`src/rtl/psx_mem_pkg.sv`:
```
// -----------------------------------------------------------------------------
// psx_mem_pkg
//   Shared types and constants for the PSX-side memory arbiter.
//   - CMD_* : command size encodings understood by the DDR adapter
//   - arb_state_t : arbiter FSM states
//   - mem_req_t : one latched client request (write flag, size, block
//     address, sub-address, write mask, write data)
//   - make_req(): packs loose client fields into a mem_req_t
// -----------------------------------------------------------------------------
package psx_mem_pkg;

    localparam int PSX_ADDR_W = 15;
    localparam int PSX_DATA_W = 256;
    localparam int PSX_MASK_W = 16;

    localparam logic [1:0] CMD_8BYTE  = 2'd0;
    localparam logic [1:0] CMD_32BYTE = 2'd1;
    localparam logic [1:0] CMD_4BYTE  = 2'd2;

    typedef enum logic [1:0] {
        IDLE      = 2'd0,
        ISSUE     = 2'd1,
        WAIT_BUSY = 2'd2,
        WAIT_DONE = 2'd3
    } arb_state_t;

    typedef struct packed {
        logic                  write;
        logic [1:0]            size;
        logic [PSX_ADDR_W-1:0] addr;
        logic [2:0]            sub;
        logic [PSX_MASK_W-1:0] mask;
        logic [PSX_DATA_W-1:0] data;
    } mem_req_t;

    function automatic mem_req_t make_req(
        input logic                  write,
        input logic [1:0]            size,
        input logic [PSX_ADDR_W-1:0] addr,
        input logic [2:0]            sub,
        input logic [PSX_MASK_W-1:0] mask,
        input logic [PSX_DATA_W-1:0] data
    );
        mem_req_t r;
        r.write = write;
        r.size  = size;
        r.addr  = addr;
        r.sub   = sub;
        r.mask  = mask;
        r.data  = data;
        return r;
    endfunction

endpackage

```
`src/rtl/psx_arb_picker.sv`:
```
// -----------------------------------------------------------------------------
// psx_arb_picker
//   Chooses which of two pending requests is granted this cycle.
//   Configuration macro: PSX_ARB_ROUND_ROBIN_EN
//     defined   : on contention the client that did NOT win last time wins
//     undefined : fixed priority, client 0 always wins; last_grant_i unused
// Ports
//   req_i        [1:0] pending requests, bit N = client N
//   last_grant_i       client index of the most recent grant
//   grant_o      [1:0] one-hot grant (all zero when nothing is requested)
// -----------------------------------------------------------------------------
module psx_arb_picker (
    input  logic [1:0] req_i,
    input  logic       last_grant_i,
    output logic [1:0] grant_o
);

`ifdef PSX_ARB_ROUND_ROBIN_EN
    always_comb begin
        grant_o = 2'b00;
        if (req_i == 2'b11) begin
            // Alternate: hand the bus to whoever was not served last.
            grant_o = last_grant_i ? 2'b01 : 2'b10;
        end else begin
            grant_o = req_i;
        end
    end
`else
    logic unused_last_grant;
    assign unused_last_grant = last_grant_i;

    always_comb begin
        grant_o = 2'b00;
        if (req_i[0]) begin
            grant_o = 2'b01;
        end else if (req_i[1]) begin
            grant_o = 2'b10;
        end
    end
`endif

endmodule

```
`src/rtl/psx_mem_arbiter.sv`:
```
// -----------------------------------------------------------------------------
// psx_mem_arbiter
//   Two-client arbiter in front of the PSX-side DDR adapter. Client 0 is the
//   GPU pixel/cache path, client 1 the CPU/DMA VRAM path. One command is in
//   flight at a time; read data is routed back to the client that issued it.
//   Clients only see req/ack; the adapter busy signal stays internal.
//   Configuration macro: PSX_ARB_ROUND_ROBIN_EN (round-robin on contention;
//   otherwise fixed priority to client 0 and no last-grant register).
// Ports
//   i_clk, i_nRst               clock, asynchronous active-low reset
//   i_cN_req/write/size/addr/
//   sub/mask/data               client N request and its fields (N = 0,1)
//   o_cN_ack                    1-cycle pulse, request captured this cycle
//   o_cN_rdValid                1-cycle pulse, o_rdData belongs to client N
//   o_rdData                    read data shared by both clients
//   o_command .. o_dataToMem    command and fields to the adapter
//   i_busyMem, i_dataValidMem,
//   i_dataMem                   adapter status and read data
// -----------------------------------------------------------------------------
module psx_mem_arbiter
    import psx_mem_pkg::*;
#(
    // Must match the PSX_* widths in psx_mem_pkg (the latched request type
    // is built from those).
    parameter int ADDR_W = PSX_ADDR_W,
    parameter int DATA_W = PSX_DATA_W,
    parameter int MASK_W = PSX_MASK_W
) (
    input  logic              i_clk,
    input  logic              i_nRst,

    input  logic              i_c0_req,
    input  logic              i_c0_write,
    input  logic [1:0]        i_c0_size,
    input  logic [ADDR_W-1:0] i_c0_addr,
    input  logic [2:0]        i_c0_sub,
    input  logic [MASK_W-1:0] i_c0_mask,
    input  logic [DATA_W-1:0] i_c0_data,
    output logic              o_c0_ack,
    output logic              o_c0_rdValid,

    input  logic              i_c1_req,
    input  logic              i_c1_write,
    input  logic [1:0]        i_c1_size,
    input  logic [ADDR_W-1:0] i_c1_addr,
    input  logic [2:0]        i_c1_sub,
    input  logic [MASK_W-1:0] i_c1_mask,
    input  logic [DATA_W-1:0] i_c1_data,
    output logic              o_c1_ack,
    output logic              o_c1_rdValid,

    output logic [DATA_W-1:0] o_rdData,

    output logic              o_command,
    output logic              o_writeElseRead,
    output logic [1:0]        o_commandSize,
    output logic [ADDR_W-1:0] o_targetAddr,
    output logic [2:0]        o_subAddr,
    output logic [MASK_W-1:0] o_writeMask,
    output logic [DATA_W-1:0] o_dataToMem,

    input  logic              i_busyMem,
    input  logic              i_dataValidMem,
    input  logic [DATA_W-1:0] i_dataMem
);

    arb_state_t        state_q, state_d;
    mem_req_t          req_q, req_d;
    logic              owner_q, owner_d;
    logic              command_q, command_d;
    logic [1:0]        rd_valid_q, rd_valid_d;
    logic [DATA_W-1:0] rd_data_q, rd_data_d;

    mem_req_t          c0_req_fields, c1_req_fields;
    logic [1:0]        grant;
    logic              grant_en;
    logic              picker_last_grant;

    assign c0_req_fields = make_req(i_c0_write, i_c0_size, i_c0_addr,
                                    i_c0_sub, i_c0_mask, i_c0_data);
    assign c1_req_fields = make_req(i_c1_write, i_c1_size, i_c1_addr,
                                    i_c1_sub, i_c1_mask, i_c1_data);

    psx_arb_picker u_picker (
        .req_i        ({i_c1_req, i_c0_req}),
        .last_grant_i (picker_last_grant),
        .grant_o      (grant)
    );

`ifdef PSX_ARB_ROUND_ROBIN_EN
    logic last_grant_q, last_grant_d;

    assign last_grant_d = grant_en ? grant[1] : last_grant_q;

    // Resets to client 1 so the first contention goes to client 0.
    always_ff @(posedge i_clk or negedge i_nRst) begin
        if (!i_nRst) begin
            last_grant_q <= 1'b1;
        end else begin
            last_grant_q <= last_grant_d;
        end
    end

    assign picker_last_grant = last_grant_q;
`else
    assign picker_last_grant = 1'b1;
`endif

    // Next-state logic. Fields are latched only on a grant, so the adapter
    // sees them stable from issue until the transaction completes.
    always_comb begin
        state_d    = state_q;
        req_d      = req_q;
        owner_d    = owner_q;
        command_d  = 1'b0;
        rd_valid_d = 2'b00;
        rd_data_d  = rd_data_q;
        grant_en   = 1'b0;

        unique case (state_q)
            IDLE: begin
                // Busy sampled high here blocks any new command.
                if ((i_c0_req || i_c1_req) && !i_busyMem) begin
                    grant_en  = 1'b1;
                    owner_d   = grant[1];
                    req_d     = grant[1] ? c1_req_fields : c0_req_fields;
                    command_d = 1'b1;
                    state_d   = ISSUE;
                end
            end
            ISSUE: begin
                state_d = WAIT_BUSY;
            end
            WAIT_BUSY: begin
                // The adapter raises busy one cycle after the command, so
                // busy is not meaningful yet.
                state_d = WAIT_DONE;
            end
            WAIT_DONE: begin
                if (req_q.write) begin
                    if (!i_busyMem) begin
                        state_d = IDLE;
                    end
                end else if (i_dataValidMem) begin
                    rd_data_d  = i_dataMem;
                    rd_valid_d = owner_q ? 2'b10 : 2'b01;
                    state_d    = IDLE;
                end
            end
            default: begin
                state_d = IDLE;
            end
        endcase
    end

    always_ff @(posedge i_clk or negedge i_nRst) begin
        if (!i_nRst) begin
            state_q    <= IDLE;
            req_q      <= '0;
            owner_q    <= 1'b0;
            command_q  <= 1'b0;
            rd_valid_q <= 2'b00;
            rd_data_q  <= '0;
        end else begin
            state_q    <= state_d;
            req_q      <= req_d;
            owner_q    <= owner_d;
            command_q  <= command_d;
            rd_valid_q <= rd_valid_d;
            rd_data_q  <= rd_data_d;
        end
    end

    // Ack is combinational in the grant cycle; gating with the reset keeps
    // every output low while reset is held.
    assign o_c0_ack        = grant_en & grant[0] & i_nRst;
    assign o_c1_ack        = grant_en & grant[1] & i_nRst;
    assign o_c0_rdValid    = rd_valid_q[0];
    assign o_c1_rdValid    = rd_valid_q[1];
    assign o_rdData        = rd_data_q;

    assign o_command       = command_q;
    assign o_writeElseRead = req_q.write;
    assign o_commandSize   = req_q.size;
    assign o_targetAddr    = req_q.addr;
    assign o_subAddr       = req_q.sub;
    assign o_writeMask     = req_q.mask;
    assign o_dataToMem     = req_q.data;

endmodule

```
`config.mk`:
```
export PLATFORM = sky130hd
export DESIGN_NAME = psx_mem_arbiter
export DESIGN_NICKNAME = d
export VERILOG_FILES = /design/src/rtl/psx_mem_pkg.sv /design/src/rtl/psx_arb_picker.sv /design/src/rtl/psx_mem_arbiter.sv
export SDC_FILE = /design/constraint.sdc
export NUM_CORES = 1
export LEC_CHECK = 0
export BUFFER_PORTS_ARGS = -buffer_cell sky130_fd_sc_hd__buf_2
export CORE_AREA = 2 2 550 552
export DETAILED_ROUTE_END_ITERATION = 7
export DIE_AREA = 0 0 552 554
export PLACE_DENSITY = 0.3
export SLEW_MARGIN = 25
export SYNTH_ARGS = -nofsm -noshare
export SYNTH_HDL_FRONTEND = slang
export SYNTH_SLANG_ARGS = --single-unit
```
`constraint.sdc`:
```
create_clock -name i_clk -period 2.65 [get_ports i_clk]
set_clock_uncertainty 0.2 [all_clocks]
set_input_delay 0.53 -clock i_clk [delete_from_list [all_inputs] [get_ports i_clk]]
set_output_delay 0.53 -clock i_clk [all_outputs]
set_load 0.05 [all_outputs]
```
Word-level counts from Yosys, hierarchy flattened --
Index checks and enable logic that the tools add are counted.
Storage, ports and cells: bits in registers 555, output and inout port bits 554, word-level logic and storage cells 43
Cells by class: equality and inequality tests 6, mux-type cells 14, bitwise logic cells 5, reductions and logical operators 7
Operators with widths (count):
- 2-to-1 mux 293 bit | 1
- 2-to-1 mux 2 bit | 10
- case mux 2 bit (4 select lines) | 1
- inequality test 3 bit, second input constant | 2
- AND reduction 3 bit | 2
- AND 1 bit | 4
- == test 2 bit, second input constant | 2
- == test 2 x 1 -> 1 bit, second input constant | 1
- logical NOT 2 bit | 1
- 2-to-1 mux 1 bit | 2
- inequality test 2 bit, second input constant | 1
- AND reduction 2 bit | 1
- logical AND 1 bit | 1
- logical NOT 1 bit | 1
- logical OR 1 bit | 1
- inverter 1 bit | 1

Longest topological paths before layout --
Gate-level depths: netlist of run 1.
depth in word-level cells 6, depth in mapped cells 7

Modules after synthesis --
From an unflattened synthesis of run 1, not the netlist that was laid out.
Second synthesis, totals: cell total of the unflattened synthesis 1874, area, all modules 24497.2 um2
Modules (own cells, without submodules):
- psx_mem_arbiter | instances 1, cells each 1872, area each 24476.0 um2
- psx_arb_picker | instances 1, cells each 2, area each 21.3 um2

Worst setup path after synthesis of run 1 --
OpenSTA, ideal clock, no wires.
path type input to output, start point input i_busyMem, end point output o_c0_ack, arrival time 1.758 ns, required time 1.920 ns, slack 0.162 ns, cell stages on the path 5, buffers on the path 2, cells stage by stage o21bai_1 nor2_2 buf_2 buf_4 and3_1
On the way: cells in the longest elaborated chain, start to end 6
RTL lines:
- start: declaration | RTL line psx_mem_arbiter.sv:62 | input logic i_busyMem,
- logical NOT 1 bit
- logical AND 1 bit | RTL line psx_mem_arbiter.sv:123 | if ((i_c0_req || i_c1_req) && !i_busyMem) begin
- 2-to-1 mux 1 bit (2 in series)
- net command_d | RTL line psx_mem_arbiter.sv:70 | logic command_q, command_d;
- AND 1 bit (2 in series) | RTL line psx_mem_arbiter.sv:176 | assign o_c0_ack = grant_en & grant[0] & i_nRst;
- end: declaration | RTL line psx_mem_arbiter.sv:39 | output logic o_c0_ack,
The timed path passes the listed nets, and every way through them passes these cells.

Worst setup path after layout of run 1 --
start point register state_q[0], end point output o_c0_ack
On the way: cells in the longest elaborated chain, start to end 4
RTL lines:
- start: declaration | RTL line psx_mem_arbiter.sv:67 | arb_state_t state_q, state_d;
- start signal: assignment | RTL line psx_mem_arbiter.sv:165 | state_q <= state_d;
- logical NOT 2 bit | RTL line psx_mem_arbiter.sv:120 | unique case (state_q)
- 2-to-1 mux 1 bit | RTL line psx_mem_arbiter.sv:120
- AND 1 bit (2 in series) | RTL line psx_mem_arbiter.sv:176
Every way passes these cells.

==> impl_metrics.py, run 1 <==
metrics = {
    "status": {
        "status": "complete, no violations",
    },
    "route": {
        "drt-total-wl_mm": 158,
        "drt_iter0_drc": 568,
        "routed-via-count": 22361,
        "detail_route.first_pass.iterations": 4,
        "drc": 0,
        "wl_per_cell_um": 20.0,
        "ant_nets": 0,
        "vias_per_cell": 2.84,
    },
    "synthesis": {
        "post-synth-top-count-cell": "mux2_2",
        "muxShareOfSynthArea_pct": 39.3,
        "synthAdderAreaFrac_pct": 0.207,
        "synth_simple_gate_area_share_pct": 0.232,
        "seq_area_frac_synth_pct": 57.3,
        "synth_top_family_by_area": "multiplexers",
        "ys_ff_latch": 555,
        "synth_compound_area_share_pct": 0.0671,
        "synth_cell_types": 18,
        "yosys_most_used_dff": "dfrtp_1",
        "synth_commonest_cells": "596 x mux2_2, 555 x dfrtp_1, 248 x mux2_1, 45 x buf_2, 29 x buf_6",
        "synthXorXnorAreaFrac_pct": 0,
        "async_flop_share_pct": 100,
        "synth_top_area_share_pct": 57.3,
        "syn-mean-instance-area_um2": 16.0,
        "syn_area_um2": 24200,
        "yosysTopAreaCell": "dfrtp_1",
        "synth-edff-count": 0,
        "synth_area_leaders": "dfrtp_1 57%, mux2_2 28%, mux2_1 12%",
        "synth_nets": 2365,
        "syn_inst": 1513,
        "yosys_warnings": 0,
    },
    "sta": {
        "rsz0062_at_grt": "true",
        "fmax_ghz": 0.380,
        "tightest_slew_ns": 0.620,
        "max-slew-margin-rel_pct": 58.7,
        "finalHoldViolations": 0,
        "maxSlewViolCount": 0,
        "timing.final.ws_setup_ns": 0.0181,
        "setup_violations": 0,
        "finalCritPeriodShare_pct": 99.3,
        "min_period_ns": 2.63,
    },
    "clock_network": {
        "clock_latency_ns": 0.79,
        "htreeDepth": 3,
        "cts_tree": "done",
        "cts_sinks": 555,
        "clk_pin_slew_ns": 0.06,
        "cts-root-buf": "clkbuf_16",
        "cts_made_buffers": 85,
        "cts_buffer_depth": 4,
    },
    "cells_and_area": {
        "stdcell_count": 7881,
        "final_net_count": 4684,
        "drive_above_1_share_pct": 57.1,
        "fillers": 33676,
        "area_delta_synth_final_pct": 97.0,
    },
    "worst_setup_path": {
        "critical_path_required_ns": 1.92,
        "start_kind": "register",
        "critical_path_class": "register to primary output",
        "worstPathArrival_ns": 1.90,
        "worstPathMaxFanout": 3,
        "rrSetupSlack_ns": 0.23,
        "cp-end-kind": "primary output",
    },
    "die": {
        "die_area_um2": 306000,
        "coreArea_um2": 299000,
        "ios": 1402,
        "start_util_pct": 8.10,
        "rows": 201,
        "die_x_um": 552,
        "fp.dieH_um": 554,
    },
    "global_route": {
        "grt_pass1_vias": 25191,
        "antenna_found_initial": 65,
        "grt_max_degree": 97,
        "grt_pass1_wl_mm": 215,
        "grt_util_all_layers_pct": 10.0,
        "grt_overflow": 0,
    },
    "place": {
        "io_buffers": 1401,
        "place.gp.congestion": 0.913,
        "dp_cells": 6860,
        "dp_hpwl_mm": 130,
        "dp_slack_ns": 0.137,
    },
    "power": {
        "power_density_nw_per_um2": 1240,
        "ir_worst_vdd_mv": 0.775,
        "leakagePower_nw": 21.1,
    },
    "hold_path": {
        "hp-class": "primary input to register",
    },
    "run": {
        "max_cap_viol_count": 0,
    },
}
-- worst max-delay path, stage by stage (launching register included) --
cell and delay [ns]:
dfrtp_1 0.40, inv_2 0.09, ha_4 0.13, inv_2 0.04, nor2_4 0.10, and3_4 0.20, buf_8 0.14
-- flip-flops by register name (all words and copies together) (netlist names) --
signal and cells:
o_dataToMem 256, o_rdData 256, o_writeMask 16, o_targetAddr 15, o_subAddr 3, o_commandSize 2
rd_valid_q 2, state_q 2, o_command 1, o_writeElseRead 1, owner_q 1
-- layer usage --
layer  track usage, %  share of wire (%)
met5                0               0.17
met4             3.50                3.5
met3             4.66                 10
met2             17.4                 49
met1             10.6                 37
-- worst paths after layout --
path / from / to / cells past startpoint
worst max-delay path: state_q[0] / o_c0_ack / 6
worst min-delay path: i_c0_data[185] / o_dataToMem[185] / 3
worst max register to register: state_q[0] / o_rdData[239] / 6
worst min register to register: owner_q / rd_valid_q[0] / 1
max in group asynchronous: i_nRst / o_writeMask[2] / 3
min in group asynchronous: i_nRst / o_dataToMem[244] / 3
-- where the power goes --
part / leakage [nW] / total, W / switching [W] / internal [W]
combinational: 13.1 / 0.0325 / 0.0237 / 0.00882
clock: 1.33 / 0.0114 / 0.00459 / 0.00685
sequential: 6.62 / 0.0152 / 0.00242 / 0.0128
-- through the flow --
step	hold WS (ns)	instance area (um^2)	total power [W]	utilization, %	TNS (ns)
floorplan	0.0344	24200	0.0358	-	0
global placement	0.231	36500	0.0475	12.2	0
detailed placement	0.235	36500	0.0475	12.2	0
CTS	0.00319	47600	0.0609	15.9	-0.191
global route	0.0403	47700	0.0624	15.9	-0.319
finish	0.0906	47700	0.0592	15.9	0
-- layout by cell type, fill, tap and decap left out, drive strengths merged --
cell and count:
buf 1490, mux2 844, dlygate4sd3 835, dfrtp 555, clkbuf 117, diode 35, clkinv 13, inv 7
bufinv 6, clkinvlp 4, nor2 4, ha 4, and3 2, nand2b 2, o21bai 1, nand3b 1
nor2b 1, a32oi 1, mux2i 1
-- final cells by class --
class	count	area [um^2]	share of cell area [%]
well taps	3958	4950	10.4
flip-flops and latches	555	13900	29.1
inverters	4	15.0	0.0315
clock inverters	26	338	0.708
diodes	35	87.6	0.183
clock buffers	117	2390	5.00
repair buffers	2325	16400	34.3
multi-input cells	861	9670	20.3
-- kinds of logic after synthesis --
group	after synthesis
AOI/OAI and AO/OA	2
adders and majority gates	4
buffers and inverters	97
DFF	555
muxes	845
and+or+nand+nor	10
-- what timing repair did --
action	4_1_cts	5_1_grt
pin swaps	3	0
setup endpoints to repair	2	2
hold endpoints to repair	775	0
hold buffers	835	0
setup buffers	7	1
gates resized for setup	13	0
No activity file was read; power rests on OpenSTA's default activity.
==> run 2, diff against run 1 <==
--- a/config.mk
+++ b/config.mk
@@ -5,10 +5,10 @@
 export SDC_FILE = /design/constraint.sdc
 export NUM_CORES = 1
 export LEC_CHECK = 0
-export BUFFER_PORTS_ARGS = -buffer_cell sky130_fd_sc_hd__buf_2
 export CORE_AREA = 2 2 550 552
 export DETAILED_ROUTE_END_ITERATION = 7
 export DIE_AREA = 0 0 552 554
+export DONT_BUFFER_PORTS = 1
 export PLACE_DENSITY = 0.3
 export SLEW_MARGIN = 25
 export SYNTH_ARGS = -nofsm -noshare
==> run 2 against run 1 <==
Against the previous run: the flow now finishes with violations (negative hold slack, negative setup slack); clock power is essentially flat; sequential cell count did not move; total power is 7.2% lower; maximum frequency decreased by 3.1%; die area unchanged; sequential power is 120% higher; sequential share of layout area is 4.8 points higher; combinational power decreased by 67%; critical path depth is 2 lower; non-clock buffer count shrank 1389.
==> impl_metrics.py, run 2 (same netlist as run 1, synthesis figures left out) <==
metrics = {
    "worst_setup_path": {
        "rr_startpoint": "state_q[1]",
        "rrSetupSlack_ns": 0.19,
        "critical_path_class": "primary input to primary output",
        "start_kind": "primary input",
        "r2r_cells": 9,
        "crit_top_cell": "buf_16",
        "reg2reg_to": "o_dataToMem[104]",
        "critical_path_required_ns": 1.92,
        "cpMaxStageDelayCell": "buf_16",
        "cpPeakStageDelay_ns": 0.41,
        "path_cells": "buf_16 -> buf_16 -> and3_4 -> buf_12",
        "worstPathArrival_ns": 1.99,
        "cp-end-kind": "primary output",
        "worstPathMaxFanout": 113,
    },
    "cells_and_area": {
        "final_common_cell": "dlygate4sd3_1",
        "finish.utilization_pct": 13.7,
        "area_delta_synth_final_pct": 69.3,
        "final_cell_mix": "834 x dlygate4sd3_1, 596 x mux2_2, 555 x dfrtp_1",
        "fin_area_um2": 41000,
        "final_net_count": 3291,
        "drive_above_1_share_pct": 33.3,
    },
    "run": {
        "max_cap_viol_count": 0,
    },
    "sta": {
        "maxSlewViolCount": 0,
        "finalCritPeriodShare_pct": 102,
        "timing.final.ws_setup_ns": -0.0651,
        "min_period_ns": 2.72,
        "holdWs_ns": -0.755,
        "fmax_ghz": 0.368,
        "tightest_slew_ns": 0.890,
        "max-slew-margin-rel_pct": 40.7,
        "setup_violations": 2,
        "rsz0062_at_grt": "true",
        "finalHoldViolations": 328,
    },
    "route": {
        "wl_per_cell_um": 22.2,
        "vias_per_cell": 2.66,
        "detail_route.first_pass.iterations": 4,
        "routed-via-count": 17357,
        "drc": 0,
        "ant_nets": 0,
        "drt-total-wl_mm": 145,
        "drt_iter0_drc": 624,
    },
    "hold_path": {
        "hp-class": "primary input to async pin",
    },
    "global_route": {
        "grt_util_all_layers_pct": 9.22,
        "grt_max_degree": 114,
        "grt_overflow": 0,
        "grt_pass1_wl_mm": 191,
        "antenna_found_initial": 119,
        "grt_pass1_vias": 19358,
    },
    "power": {
        "power_density_nw_per_um2": 1340,
        "ir_worst_vdd_mv": 0.786,
        "power.total_w": 0.0549,
        "leakagePower_nw": 15.6,
    },
    "clock_network": {
        "cts-root-buf": "clkbuf_16",
        "clk_pin_slew_ns": 0.05,
        "clock_latency_ns": 0.81,
        "cts_made_buffers": 81,
        "cts_tree": "done",
        "htreeDepth": 3,
        "cts_buffer_depth": 4,
        "cts_sinks": 555,
        "hold_buffers": 834,
    },
    "die": {
        "die_x_um": 552,
        "die_area_um2": 306000,
        "fp.dieH_um": 554,
        "ios": 1402,
        "rows": 201,
        "start_util_pct": 8.10,
        "coreArea_um2": 299000,
    },
    "place": {
        "io_buffers": 0,
        "place_area_um2": 29600,
        "place.gp.congestion": 0.834,
        "dp_hpwl_mm": 120,
        "dp_slack_ns": -0.366,
    },
    "status": {
        "status": "finished with violations",
        "failed_checks": "negative hold slack, negative setup slack",
    },
}
==> run 2: cell types whose count changed in the layout (fill, tap and decap cells not counted), moves of 4 or more <==
cell / before / now
buf_16: 0 / 4
buf_2: 1398 / 0
bufinv_16: 6 / 11
clkbuf_1: 18 / 12
diode_2: 35 / 76
buf_4: 63 / 73
==> run 2: metrics by stage <==
| stage | cells | setup TNS [ns] |
|---|---|---|
| 5_1_grt | 6505 | -0.379 |
| 3_5_place_dp | 5472 | -5.96 |
| 6_report | 6527 | -0.125 |
| 3_3_place_gp | 5468 | -5.35 |
| 4_1_cts | 6450 | -0.308 |
| 2_1_floorplan | 1513 | 0 |
==> run 2: metal layers <==
metal,track usage [%],up-vias,part of all wire (%)
met5,0,-,0.28
met4,3.76,64,4.7
met3,4.60,316,11
met2,15.7,1094,48
met1,9.60,8477,36
li1,-,7406,-
==> run 2: worst max-delay path by stage <==
| stage | to | start | cells after the start | slack (ns) |
|---|---|---|---|---|
| finish | o_c1_ack | i_nRst | 4 | -0.07 |
| global route | o_c1_ack | i_nRst | 4 | -0.19 |
| floorplan | o_c0_ack | i_busyMem | 5 | 0.16 |
| global placement | o_targetAddr[12] | i_c1_req | 6 | -0.11 |
| detailed placement | o_c0_ack | i_nRst | 4 | -0.37 |
| CTS | o_c1_ack | state_q[1] | 7 | -0.16 |
==> run 2: layout make-up <==
| cell class | instances | area (um^2) |
|---|---|---|
| Fill cell | 33422 | 258000 |
| Timing Repair Buffer | 936 | 9520 |
| Clock inverter | 29 | 482 |
| Inverter | 4 | 15.0 |
| Sequential cell | 555 | 13900 |
| Tap cell | 3958 | 4950 |
| Antenna cell | 76 | 190 |
| Clock buffer | 108 | 2290 |
| Multi-Input combinational cell | 861 | 9670 |
==> run 2: power by group <==
part	switching (W)	leakage, nW	internal (W)
logic	0.00475	7.62	0.00591
registers	0.0202	6.62	0.0125
clock network	0.00447	1.36	0.00712
total	0.0294	15.6	0.0255
==> run 2: critical path: cells and delay by family <==
kind,cells,cell delay [ns]
buf+inv,3,0.85
simple gates,1,0.27
==> run 2: what timing repair did <==
action                                  4_1_cts  5_1_grt
buffers inserted                              6        1
endpoints found under the setup margin        2        2
pin swaps                                     3        0
endpoints found under the hold margin       874      328
cloned                                        1        0
resized for setup                             7        0
==> run 3, diff against run 2 <==
--- a/config.mk
+++ b/config.mk
@@ -10,6 +10,7 @@
 export DIE_AREA = 0 0 552 554
 export DONT_BUFFER_PORTS = 1
 export PLACE_DENSITY = 0.3
+export SETUP_SLACK_MARGIN = 0.3
 export SLEW_MARGIN = 25
 export SYNTH_ARGS = -nofsm -noshare
 export SYNTH_HDL_FRONTEND = slang
==> constraint.sdc (replaced) <==
create_clock -name i_clk -period 2.65 [get_ports i_clk]
set_clock_uncertainty 0.2 [all_clocks]
set_input_delay 0.1325 -clock i_clk [delete_from_list [all_inputs] [get_ports i_clk]]
set_output_delay 0.1325 -clock i_clk [all_outputs]
set_load 0.1 [all_outputs]
==> run 3 against run 2 <==
Against the previous run: the flow now stops in clock tree synthesis; synthesized area is the same; synthesized cell count is the same.
==> impl_metrics.py, run 3 <==
metrics = {
    "synthesis": {
        "synth_nets": 2365,
        "synth_commonest_cells": "596 x mux2_2, 555 x dfrtp_1, 248 x mux2_1, 45 x buf_2, 29 x buf_6",
        "synth_compound_area_share_pct": 0.0671,
        "syn_inst": 1513,
        "synthAdderAreaFrac_pct": 0.207,
        "muxShareOfSynthArea_pct": 39.3,
        "synth_simple_gate_area_share_pct": 0.232,
        "synth_top_area_share_pct": 57.3,
        "post-synth-top-count-cell": "mux2_2",
        "synth_top_family_by_area": "multiplexers",
        "synth-edff-count": 0,
        "async_flop_share_pct": 100,
        "yosys_warnings": 0,
        "syn_area_um2": 24200,
        "synthXorXnorAreaFrac_pct": 0,
        "ys_ff_latch": 555,
        "yosys_most_used_dff": "dfrtp_1",
        "yosysTopAreaCell": "dfrtp_1",
        "seq_area_frac_synth_pct": 57.3,
        "synth_cell_types": 18,
        "synth_area_leaders": "dfrtp_1 57%, mux2_2 28%, mux2_1 12%",
        "syn-mean-instance-area_um2": 16.0,
    },
    "place": {
        "dp_cells": 5682,
        "dp_hpwl_mm": 113,
        "place.gp.congestion": 0.822,
        "io_buffers": 0,
    },
    "die": {
        "start_util_pct": 8.10,
        "die_x_um": 552,
        "rows": 201,
        "fp.dieH_um": 554,
        "ios": 1402,
    },
    "clock_network": {
        "cts-root-buf": "clkbuf_16",
        "cts_buffer_depth": 4,
        "htreeDepth": 3,
        "hold_buffers": 1169,
        "cts_sinks": 555,
        "post_cts_resized": 10,
        "cts_made_buffers": 83,
        "cts_setup_buffers": 16,
    },
    "status": {
        "status": "did not finish",
        "error_line": "[ERROR RSZ-0060] Max buffer count reached.",
        "lastStage": "clock tree synthesis",
    },
}
==> run 3: cell counts after synthesis <==
No cell type changed its count.
==> run 3: through the flow <==
step | hold slack [ns] | cell area [um^2] | setup WS [ns] | util, %
after global placement | -0.340 | 31000 | 0.287 | 10.4
after floorplan | -0.363 | 24200 | 0.314 | -
after detailed placement | -0.361 | 31100 | 0.268 | 10.4
==> run 3: cells by family after synthesis <==
| group | count (synthesis) |
|---|---|
| adder cells (fa/ha/maj) | 4 |
| AO/OA/AOI/OAI | 2 |
| buffers and inverters | 97 |
| flip-flops | 555 |
| multiplexers | 845 |
| AND/OR/NAND/NOR | 10 |
==> run 4, diff against run 3 <==
--- a/config.mk
+++ b/config.mk
@@ -5,12 +5,11 @@
 export SDC_FILE = /design/constraint.sdc
 export NUM_CORES = 1
 export LEC_CHECK = 0
-export CORE_AREA = 2 2 550 552
+export CORE_AREA = 2 2 549 551
 export DETAILED_ROUTE_END_ITERATION = 7
-export DIE_AREA = 0 0 552 554
+export DIE_AREA = 0 0 551 553
 export DONT_BUFFER_PORTS = 1
-export PLACE_DENSITY = 0.3
-export SETUP_SLACK_MARGIN = 0.3
+export PLACE_DENSITY_LB_ADDON = 0.15
 export SLEW_MARGIN = 25
 export SYNTH_ARGS = -nofsm -noshare
 export SYNTH_HDL_FRONTEND = slang
==> run 4 against run 3 <==
Against the previous run: the flow again stops in clock tree synthesis; synthesized area is the same; synthesized cell count unchanged.
==> impl_metrics.py, run 4 <==
metrics = {
    "synthesis": {
        "synth_commonest_cells": "596 x mux2_2, 555 x dfrtp_1, 248 x mux2_1, 45 x buf_2, 29 x buf_6",
        "syn-mean-instance-area_um2": 16.0,
        "post-synth-top-count-cell": "mux2_2",
        "synth-edff-count": 0,
        "synth_cell_types": 18,
        "yosys_most_used_dff": "dfrtp_1",
        "syn_inst": 1513,
        "seq_area_frac_synth_pct": 57.3,
        "synth_top_area_share_pct": 57.3,
        "yosys_warnings": 0,
        "synth_area_leaders": "dfrtp_1 57%, mux2_2 28%, mux2_1 12%",
        "yosysTopAreaCell": "dfrtp_1",
        "syn_area_um2": 24200,
        "synth_nets": 2365,
        "async_flop_share_pct": 100,
        "ys_ff_latch": 555,
    },
    "die": {
        "ios": 1402,
        "start_util_pct": 8.11,
        "rows": 201,
        "die_x_um": 551,
        "fp.dieH_um": 553,
    },
    "status": {
        "error_line": "[ERROR RSZ-0060] Max buffer count reached.",
        "status": "did not finish",
        "lastStage": "clock tree synthesis",
    },
    "place": {
        "place.gp.congestion": 0.837,
        "io_buffers": 0,
        "dp_hpwl_mm": 121,
    },
    "clock_network": {
        "cts_sinks": 555,
        "cts-root-buf": "clkbuf_16",
        "htreeDepth": 3,
        "cts_buffer_depth": 4,
        "post_cts_resized": 1,
        "cts_made_buffers": 87,
        "hold_buffers": 1174,
        "cts_setup_buffers": 3,
    },
}
==> run 4: cell counts after synthesis <==
No cell type changed its count.
==> run 4: per-stage QoR <==
stage	cell area, um^2	cells	setup slack, ns
detailed placement	31300	5704	-0.550
global placement	31100	5700	0.383
floorplan	24200	1513	0.240
==> run 4: kinds of logic after synthesis <==
logic type	share of synthesized area (%)
AO/OA/AOI/OAI	0.0672
flip-flops	57.3
multiplexers	39.3
buffers and inverters	2.90
AND/OR/NAND/NOR	0.232
adder cells (fa/ha/maj)	0.207
